$ cat src/rtl/regfile_wb_arbiter_if.sv
// ============================================================================
// regfile_wb_arbiter_if : write-back requester / register-file bus bundle
// Rev 1.0
// ============================================================================
`default_nettype none

interface regfile_wb_arbiter_if #(
  parameter int WIDTH = 32
);
  logic             hold;
  logic             a_valid;
  logic [4:0]       a_rd;
  logic [WIDTH-1:0] a_data;
  logic             a_ready;
  logic             b_valid;
  logic [4:0]       b_rd;
  logic [WIDTH-1:0] b_data;
  logic             b_ready;
  logic             rf_write_enable;
  logic [4:0]       rf_dest;
  logic [WIDTH-1:0] rf_data;
  logic [4:0]       q_rd;
  logic             q_hit;
  logic [WIDTH-1:0] q_data;

  modport master (
    output hold, a_valid, a_rd, a_data, b_valid, b_rd, b_data, q_rd,
    input  a_ready, b_ready, rf_write_enable, rf_dest, rf_data, q_hit, q_data
  );

  modport slave (
    input  hold, a_valid, a_rd, a_data, b_valid, b_rd, b_data, q_rd,
    output a_ready, b_ready, rf_write_enable, rf_dest, rf_data, q_hit, q_data
  );
endinterface

`default_nettype wire

$ cat src/rtl/regfile_wb_arbiter.sv
// ============================================================================
// regfile_wb_arbiter : fixed-priority write-port arbiter with starvation guard
// Rev 1.0
// ============================================================================
`default_nettype none

module regfile_wb_arbiter #(
  parameter int WIDTH        = 32,
  parameter int STARVE_LIMIT = 4
) (
  input wire logic             clk,
  input wire logic             reset,
  regfile_wb_arbiter_if.slave  bus
);
  localparam logic [3:0] C_STARVE_LIMIT = 4'(STARVE_LIMIT);

  logic [3:0]       starve_cnt_q, starve_cnt_d;
  logic             rf_we_q, rf_we_d;
  logic [4:0]       rf_dest_q, rf_dest_d;
  logic [WIDTH-1:0] rf_data_q, rf_data_d;

  logic w_force_b, w_a_ready, w_b_ready, w_grant_a, w_grant_b;

  // Readies depend only on hold/valids so requesters see no data-path loop.
  always_comb begin
    w_force_b = (starve_cnt_q == C_STARVE_LIMIT);
    w_a_ready = !bus.hold && !(w_force_b && bus.b_valid);
    w_grant_a = bus.a_valid && w_a_ready;
    w_b_ready = !bus.hold && !w_grant_a;
    w_grant_b = bus.b_valid && w_b_ready;
  end

  always_comb begin
    starve_cnt_d = starve_cnt_q;
    if (!bus.hold) begin
      if (w_grant_b || !bus.b_valid) begin
        starve_cnt_d = 4'd0;
      end else if (starve_cnt_q != C_STARVE_LIMIT) begin
        starve_cnt_d = starve_cnt_q + 4'd1;
      end
    end
  end

  // Writes to r0 complete the handshake but never reach the register file.
  always_comb begin
    rf_we_d   = 1'b0;
    rf_dest_d = rf_dest_q;
    rf_data_d = rf_data_q;
    if (w_grant_a) begin
      rf_we_d   = (bus.a_rd != 5'd0);
      rf_dest_d = bus.a_rd;
      rf_data_d = bus.a_data;
    end else if (w_grant_b) begin
      rf_we_d   = (bus.b_rd != 5'd0);
      rf_dest_d = bus.b_rd;
      rf_data_d = bus.b_data;
    end
  end

  always_ff @(posedge clk) begin
    if (!reset) begin
      starve_cnt_q <= 4'd0;
      rf_we_q      <= 1'b0;
      rf_dest_q    <= 5'd0;
      rf_data_q    <= '0;
    end else begin
      starve_cnt_q <= starve_cnt_d;
      rf_we_q      <= rf_we_d;
      rf_dest_q    <= rf_dest_d;
      rf_data_q    <= rf_data_d;
    end
  end

  assign bus.a_ready         = w_a_ready;
  assign bus.b_ready         = w_b_ready;
  assign bus.rf_write_enable = rf_we_q;
  assign bus.rf_dest         = rf_dest_q;
  assign bus.rf_data         = rf_data_q;
  assign bus.q_hit           = rf_we_q && (rf_dest_q == bus.q_rd);
  assign bus.q_data          = rf_data_q;
endmodule

`default_nettype wire

$ cat src/flat_wrapper.sv
// flat-port wrapper written by rule: the top's interface ports become plain ports
module regfile_wb_arbiter_flat 
#(
  parameter int WIDTH        = 32,
  parameter int STARVE_LIMIT = 4
)
  (clk, reset, bus_hold, bus_a_valid, bus_a_rd, bus_a_data, bus_b_valid, bus_b_rd, bus_b_data, bus_q_rd, bus_a_ready, bus_b_ready, bus_rf_write_enable, bus_rf_dest, bus_rf_data, bus_q_hit, bus_q_data);
  regfile_wb_arbiter_if #(.WIDTH(WIDTH)) bus_i ();
  input wire logic clk;
  input wire logic reset;
  input wire logic [$bits(bus_i.hold)-1:0] bus_hold;
  input wire logic [$bits(bus_i.a_valid)-1:0] bus_a_valid;
  input wire logic [$bits(bus_i.a_rd)-1:0] bus_a_rd;
  input wire logic [$bits(bus_i.a_data)-1:0] bus_a_data;
  input wire logic [$bits(bus_i.b_valid)-1:0] bus_b_valid;
  input wire logic [$bits(bus_i.b_rd)-1:0] bus_b_rd;
  input wire logic [$bits(bus_i.b_data)-1:0] bus_b_data;
  input wire logic [$bits(bus_i.q_rd)-1:0] bus_q_rd;
  output wire logic [$bits(bus_i.a_ready)-1:0] bus_a_ready;
  output wire logic [$bits(bus_i.b_ready)-1:0] bus_b_ready;
  output wire logic [$bits(bus_i.rf_write_enable)-1:0] bus_rf_write_enable;
  output wire logic [$bits(bus_i.rf_dest)-1:0] bus_rf_dest;
  output wire logic [$bits(bus_i.rf_data)-1:0] bus_rf_data;
  output wire logic [$bits(bus_i.q_hit)-1:0] bus_q_hit;
  output wire logic [$bits(bus_i.q_data)-1:0] bus_q_data;
  assign bus_i.hold = bus_hold;
  assign bus_i.a_valid = bus_a_valid;
  assign bus_i.a_rd = bus_a_rd;
  assign bus_i.a_data = bus_a_data;
  assign bus_i.b_valid = bus_b_valid;
  assign bus_i.b_rd = bus_b_rd;
  assign bus_i.b_data = bus_b_data;
  assign bus_i.q_rd = bus_q_rd;
  assign bus_a_ready = bus_i.a_ready;
  assign bus_b_ready = bus_i.b_ready;
  assign bus_rf_write_enable = bus_i.rf_write_enable;
  assign bus_rf_dest = bus_i.rf_dest;
  assign bus_rf_data = bus_i.rf_data;
  assign bus_q_hit = bus_i.q_hit;
  assign bus_q_data = bus_i.q_data;
  regfile_wb_arbiter #(.WIDTH(WIDTH), .STARVE_LIMIT(STARVE_LIMIT)) u_core (.clk(clk), .reset(reset), .bus(bus_i));
endmodule
$ cat config.mk
export PLATFORM = sky130hd
export DESIGN_NAME = regfile_wb_arbiter_flat
export DESIGN_NICKNAME = d
export VERILOG_FILES = /design/src/rtl/regfile_wb_arbiter_if.sv /design/src/rtl/regfile_wb_arbiter.sv /design/src/flat_wrapper.sv
export SDC_FILE = /design/constraint.sdc
export NUM_CORES = 1
export LEC_CHECK = 0
export ABC_CLOCK_PERIOD_IN_PS = 1600
export CORE_MARGIN = 2
export CORE_UTILIZATION = 30
export DETAILED_ROUTE_END_ITERATION = 7
export PLACE_DENSITY = 0.74
export SYNTH_ARGS = -nofsm -noshare
export SYNTH_HDL_FRONTEND = slang
export SYNTH_SLANG_ARGS = --single-unit
$ cat constraint.sdc
create_clock -name clk -period 1.6 [get_ports clk]
set_clock_uncertainty 0.05 [all_clocks]
set_input_delay 0.32 -clock clk [delete_from_list [all_inputs] [get_ports clk]]
set_output_delay 0.32 -clock clk [all_outputs]
set_load 0.05 [all_outputs]
---- After elaboration in Yosys (flattened, before gate mapping) ----
Cells that the tools add are included.
storage, ports and cells
  register bits after elaboration ......... 42
  input bits .............................. 84
  output and inout port bits .............. 73
  logic and storage cells ................. 33
operators by class
  add/sub/neg operators ................... 1
  equal/unequal tests ..................... 3
  mux-type cells .......................... 8
  bitwise logic cells ..................... 1
  reduce and logical (&&, ||, !) cells .... 16
operator list
  kind                   count
  $mux W32               2
  $mux W5                2
  $reduce_bool A5 Y1     2
  $mux W4                2
  $logic_and A1 B1 Y1    6
  $eq A5 B5 Y1           1
  $add A4 B1 Y4 const B  1
  $eq A4 B3 Y1 const B   1
  $logic_not A1 Y1       4
  $ne A4 B3 Y1 const B   1
  $reduce_bool A2 Y1     2
  $mux W1                2
  $reduce_and A2 Y1      1
  $logic_or A1 B1 Y1     1
  $not A1 Y1             1

---- Depth between registers and ports, before layout ----
  depth in word-level cells ............... 11
  gate-level depth with buffers ........... 7
  depth with buffers taken out ............ 5

---- Least setup slack after synthesis ----
No wires, ideal clock.
  kind .................................... reg2out
  start point ............................. reg u_core.starve_cnt_q[0]
  end point ............................... out bus_a_ready
  arrival ................................. 1597 ps
  data required time ...................... 1230 ps
  path slack .............................. -367 ps
  stages on the path, launching flop included .. 5
  cells stage by stage .................... dfxtp_1 > inv_1 > ha_1 > and3b_4 > a21oi_1
on the way
  longest elaborated chain between the ends .. 4
RTL lines
  what                    RTL line                  text
  start, declared         regfile_wb_arbiter.sv:17  logic [3:0] starve_cnt_q, starve_cnt_d;
  start signal, assigned  regfile_wb_arbiter.sv:67  starve_cnt_q <= starve_cnt_d;
  $eq A4 B3 Y1            regfile_wb_arbiter.sv:26  w_force_b = (starve_cnt_q == C_STARVE_LIMIT);
  $logic_and A1 B1 Y1     regfile_wb_arbiter.sv:27  w_a_ready = !bus.hold && !(w_force_b && bus.b_valid);
  $logic_not A1 Y1        regfile_wb_arbiter.sv:27
  $logic_and A1 B1 Y1     regfile_wb_arbiter.sv:27
  end, declared           flat_wrapper.sv:19        output wire logic [$bits(bus_i.a_ready)-1:0] bus_a_ready;
No other way between the ends.

---- Worst setup path in the final report ----
  start point ............................. reg u_core.rf_dest_q[4] (netlist: u_core.bus.rf_dest[4])
  end point ............................... out bus_q_hit
on the way
  longest elaborated chain between the ends .. 2
RTL lines
  what                    RTL line                  text
  start, declared         regfile_wb_arbiter.sv:19  logic [4:0] rf_dest_q, rf_dest_d;
  start signal, assigned  regfile_wb_arbiter.sv:69  rf_dest_q <= rf_dest_d;
  $eq A5 B5 Y1            regfile_wb_arbiter.sv:79  assign bus.q_hit = rf_we_q && (rf_dest_q == bus.q_rd);
  $logic_and A1 B1 Y1     regfile_wb_arbiter.sv:79
  end, declared           flat_wrapper.sv:24        output wire logic [$bits(bus_i.q_hit)-1:0] bus_q_hit;
No other way between the ends.

==> flow_summary.ini <==
[layout]
regArea_sq_um = 853
multi_input_area_sq_um = 1040
n_fill_cell = 586
drive_gt1_share_pct = 45.1
nNetsFinal = 431
final_core_utilization_pct = 64.9
area_growth_pct = 112

[hold_path]
hold_class = in2reg
holdPathEnd = u_core.starve_cnt_q[2]
min_from = bus_hold
hold_path_depth = 3

[floorplan]
start_util_pct = 30.7
dieArea_sq_um = 8080
core-area_sq_um = 7210
ios = 157
die_w_um = 89.9
num_rows = 31
die_y_um = 89.9

[synthesis]
ys.warnings.count = 0
synth_top_family_by_area = compound AO/OA/AOI/OAI gates
synth-edff-count = 0
synth_cell_type_count = 35
synthArstFlopShare_pct = 0
yosys.area_share.adder_pct = 1.13
synth_ff_type = dfxtp_1
synth_seq_cells = 42
synth_cells = 208
ys_seq_area_share_pct = 38.0
synth_xor_xnor_area_share_pct = 1.98
syn_nets = 294
synthMuxAreaShare_pct = 0
synth-compound-area-share_pct = 36.1
synthSimpleGateAreaFrac_pct = 5.09
synth_area_sq_um = 2210
syn_avg_cell_area_sq_um = 10.6

[clock_network]
clock_sinks = 42
clk_path_buf_depth = 2
cts_hold_buffers = 0
cts-buffers-inserted = 5
cts-root-buf = clkbuf_8
cts-htree-levels = 2
clk_latency_ns = 0.28
cts_tree = built
clkTransAtPathRegs_ns = 0.09

[timing]
setup-violations-final = 3
drv_slew = 0
setup_slack_ns = -0.205
worstMarginPinSlew_ns = 0.314
slew-limit-headroom_pct = 79.1
final_hold_viol_count = 0
fin_crit_ns = 1.81
fin_setup_tns_ns = -0.446
grt_setup_unrepaired = true
max_freq_mhz = 554
period_share_pct = 113

[worst_setup_path]
timing.rr.end = u_core.bus.rf_write_enable
r2r_cells = 7
critPathMaxFanout = 3
critPathLaunchType = flip-flop
rr_startpoint = u_core.starve_cnt_q[1]
r2r_slack_ns = 0.07
crit_type = reg2out
critPathArrivalTime_ns = 1.44
crit_required_ns = 1.23
crit_path_end_kind = output pin

[route]
wl_um = 8260
postRouteAntennaNets = 0
vias = 2258
drc = 0
vias_per_cell = 5.06
dr.first_iter.drc_count = 62
dr.pass1.iters = 4
wl_per_cell_um = 18.5

[place]
hpwl_um = 6090
dp_slack_ns = -0.287
gp_congestion = 0.814
io_buffers = 156

[grt]
grt_pass1_wl_um = 12500
overflow = 0
grt_max_degree = 38
antenna_found_initial = 1
grt_pass1_vias = 2331
track_usage_pct = 19.0

[pwr]
power_mw = 3.61
p_leak_nw = 1.86
p_per_area_nw_per_um2 = 770
ir_worst_vdd_v = 0.000379

[status]
violations = negative setup slack
status = complete, but fails checks

[flow_run]
maxCapViolCount = 0
synthesized netlist by cell type, types with 2 or more instances:
cell	n	area, sq um
dfxtp_1	42	841
o21a_1	37	278
buf_4	35	263
o221a_2	35	394
buf_6	7	78.8
inv_1	6	22.5
clkbuf_1	5	18.8
xor2_1	4	35.0
and3_1	3	18.8
nand3_1	3	15.0
a21oi_1	2	10.0
and2b_1	2	15.0
buf_2	2	10.0
ha_1	2	25.0
nand2_1	2	7.51
o221a_1	2	22.5
cell families (layout without fill, tap and decap cells):
group | Yosys count | count (layout)
and+or+nand+nor | 18 | 18
adders and majority gates | 2 | 2
DFF | 42 | 42
buffers and inverters | 55 | 192
other | 0 | 1
xor gates and xnor gates | 5 | 5
AOI/OAI and AO/OA | 86 | 87
placed cells by master (no fill, tap or decap), types with 2 or more instances in the layout:
cell              n
inv_2             2
o21a_1           37
xor2_1            4
clkbuf_8          6
and3_1            2
o221a_2          35
dfxtp_4           2
dlygate4sd2_1     4
o221a_1           2
nand3_1           3
clkbuf_16         2
buf_12           77
inv_1             4
dlymetal6s2s_1    2
clkdlybuf4s50_1  77
dfxtp_2           4
o21ba_4           2
dfxtp_1          36
buf_4            16
state kept, by name (all words and copies together), names as in the netlist:
| name | cells |
|---|---|
| u_core.bus.q_data | 32 |
| u_core.bus.rf_dest | 5 |
| u_core.bus.rf_write_enable | 1 |
| u_core.starve_cnt_q | 4 |
metal layers:
layer / share of wire (%) / vias to the layer above / global-route usage [%] / wire length, um
met5: 0 / - / 0 / 0
met4: 2.4 / 0 / 6.41 / 199
met3: 4.9 / 16 / 5.03 / 403
met2: 50 / 96 / 33.5 / 4160
met1: 42 / 1108 / 22.5 / 3490
li1: - / 1038 / - / -
final cells by class:
cell class	count	area share (%)
antenna	1	0.0534
clock buffer	6	1.76
clock inverter	2	0.267
inverter	6	0.481
multi-input combinational	112	22.3
sequential	42	18.2
tap	99	2.65
timing repair buffer	178	54.3
timing repair:
| action | 4_1_cts | 5_1_grt |
|---|---|---|
| gates resized for setup | 13 | 7 |
| buffers inserted | 4 | 1 |
| pin swaps | 6 | 1 |
| cloned | 0 | 3 |
| setup endpoints to repair | 40 | 40 |
worst max-delay path: stages, from the launching register on:
cell	delay, ns
dfxtp_2	0.37
xor2_1	0.17
nor4_1	0.21
and3_2	0.24
buf_12	0.14
worst max-delay path by stage:
stage / start / depth (start not counted) / endpoint / slack [ns]
4_1_cts: u_core.bus.rf_dest[2] / 4 / bus_q_hit / -0.18
3_3_place_gp: bus_q_rd[1] / 5 / bus_q_hit / -0.27
6_report: u_core.bus.rf_dest[4] / 4 / bus_q_hit / -0.21
3_5_place_dp: bus_hold / 4 / u_core.bus.q_data[5] / -0.29
2_1_floorplan: u_core.starve_cnt_q[0] / 4 / bus_a_ready / -0.06
5_1_grt: u_core.bus.rf_dest[4] / 4 / bus_q_hit / -0.29
through the flow:
stage                     hold slack (ns)  cell area (sq um)  instances
after floorplan                     0.412               2230        208
after global placement              0.447               4440        430
after detailed placement            0.451               4440        430
after CTS                           0.463               4590        442
after global routing                0.456               4680        446
final                               0.448               4680        446
report_power, final:
part           total [mW]  switching, mW  internal [mW]
logic                1.62          0.750          0.869
clock network       0.726          0.379          0.347
registers            1.26          0.138           1.12
total                3.61           1.27           2.34
Note: power is estimated with default switching activity, not from simulation.
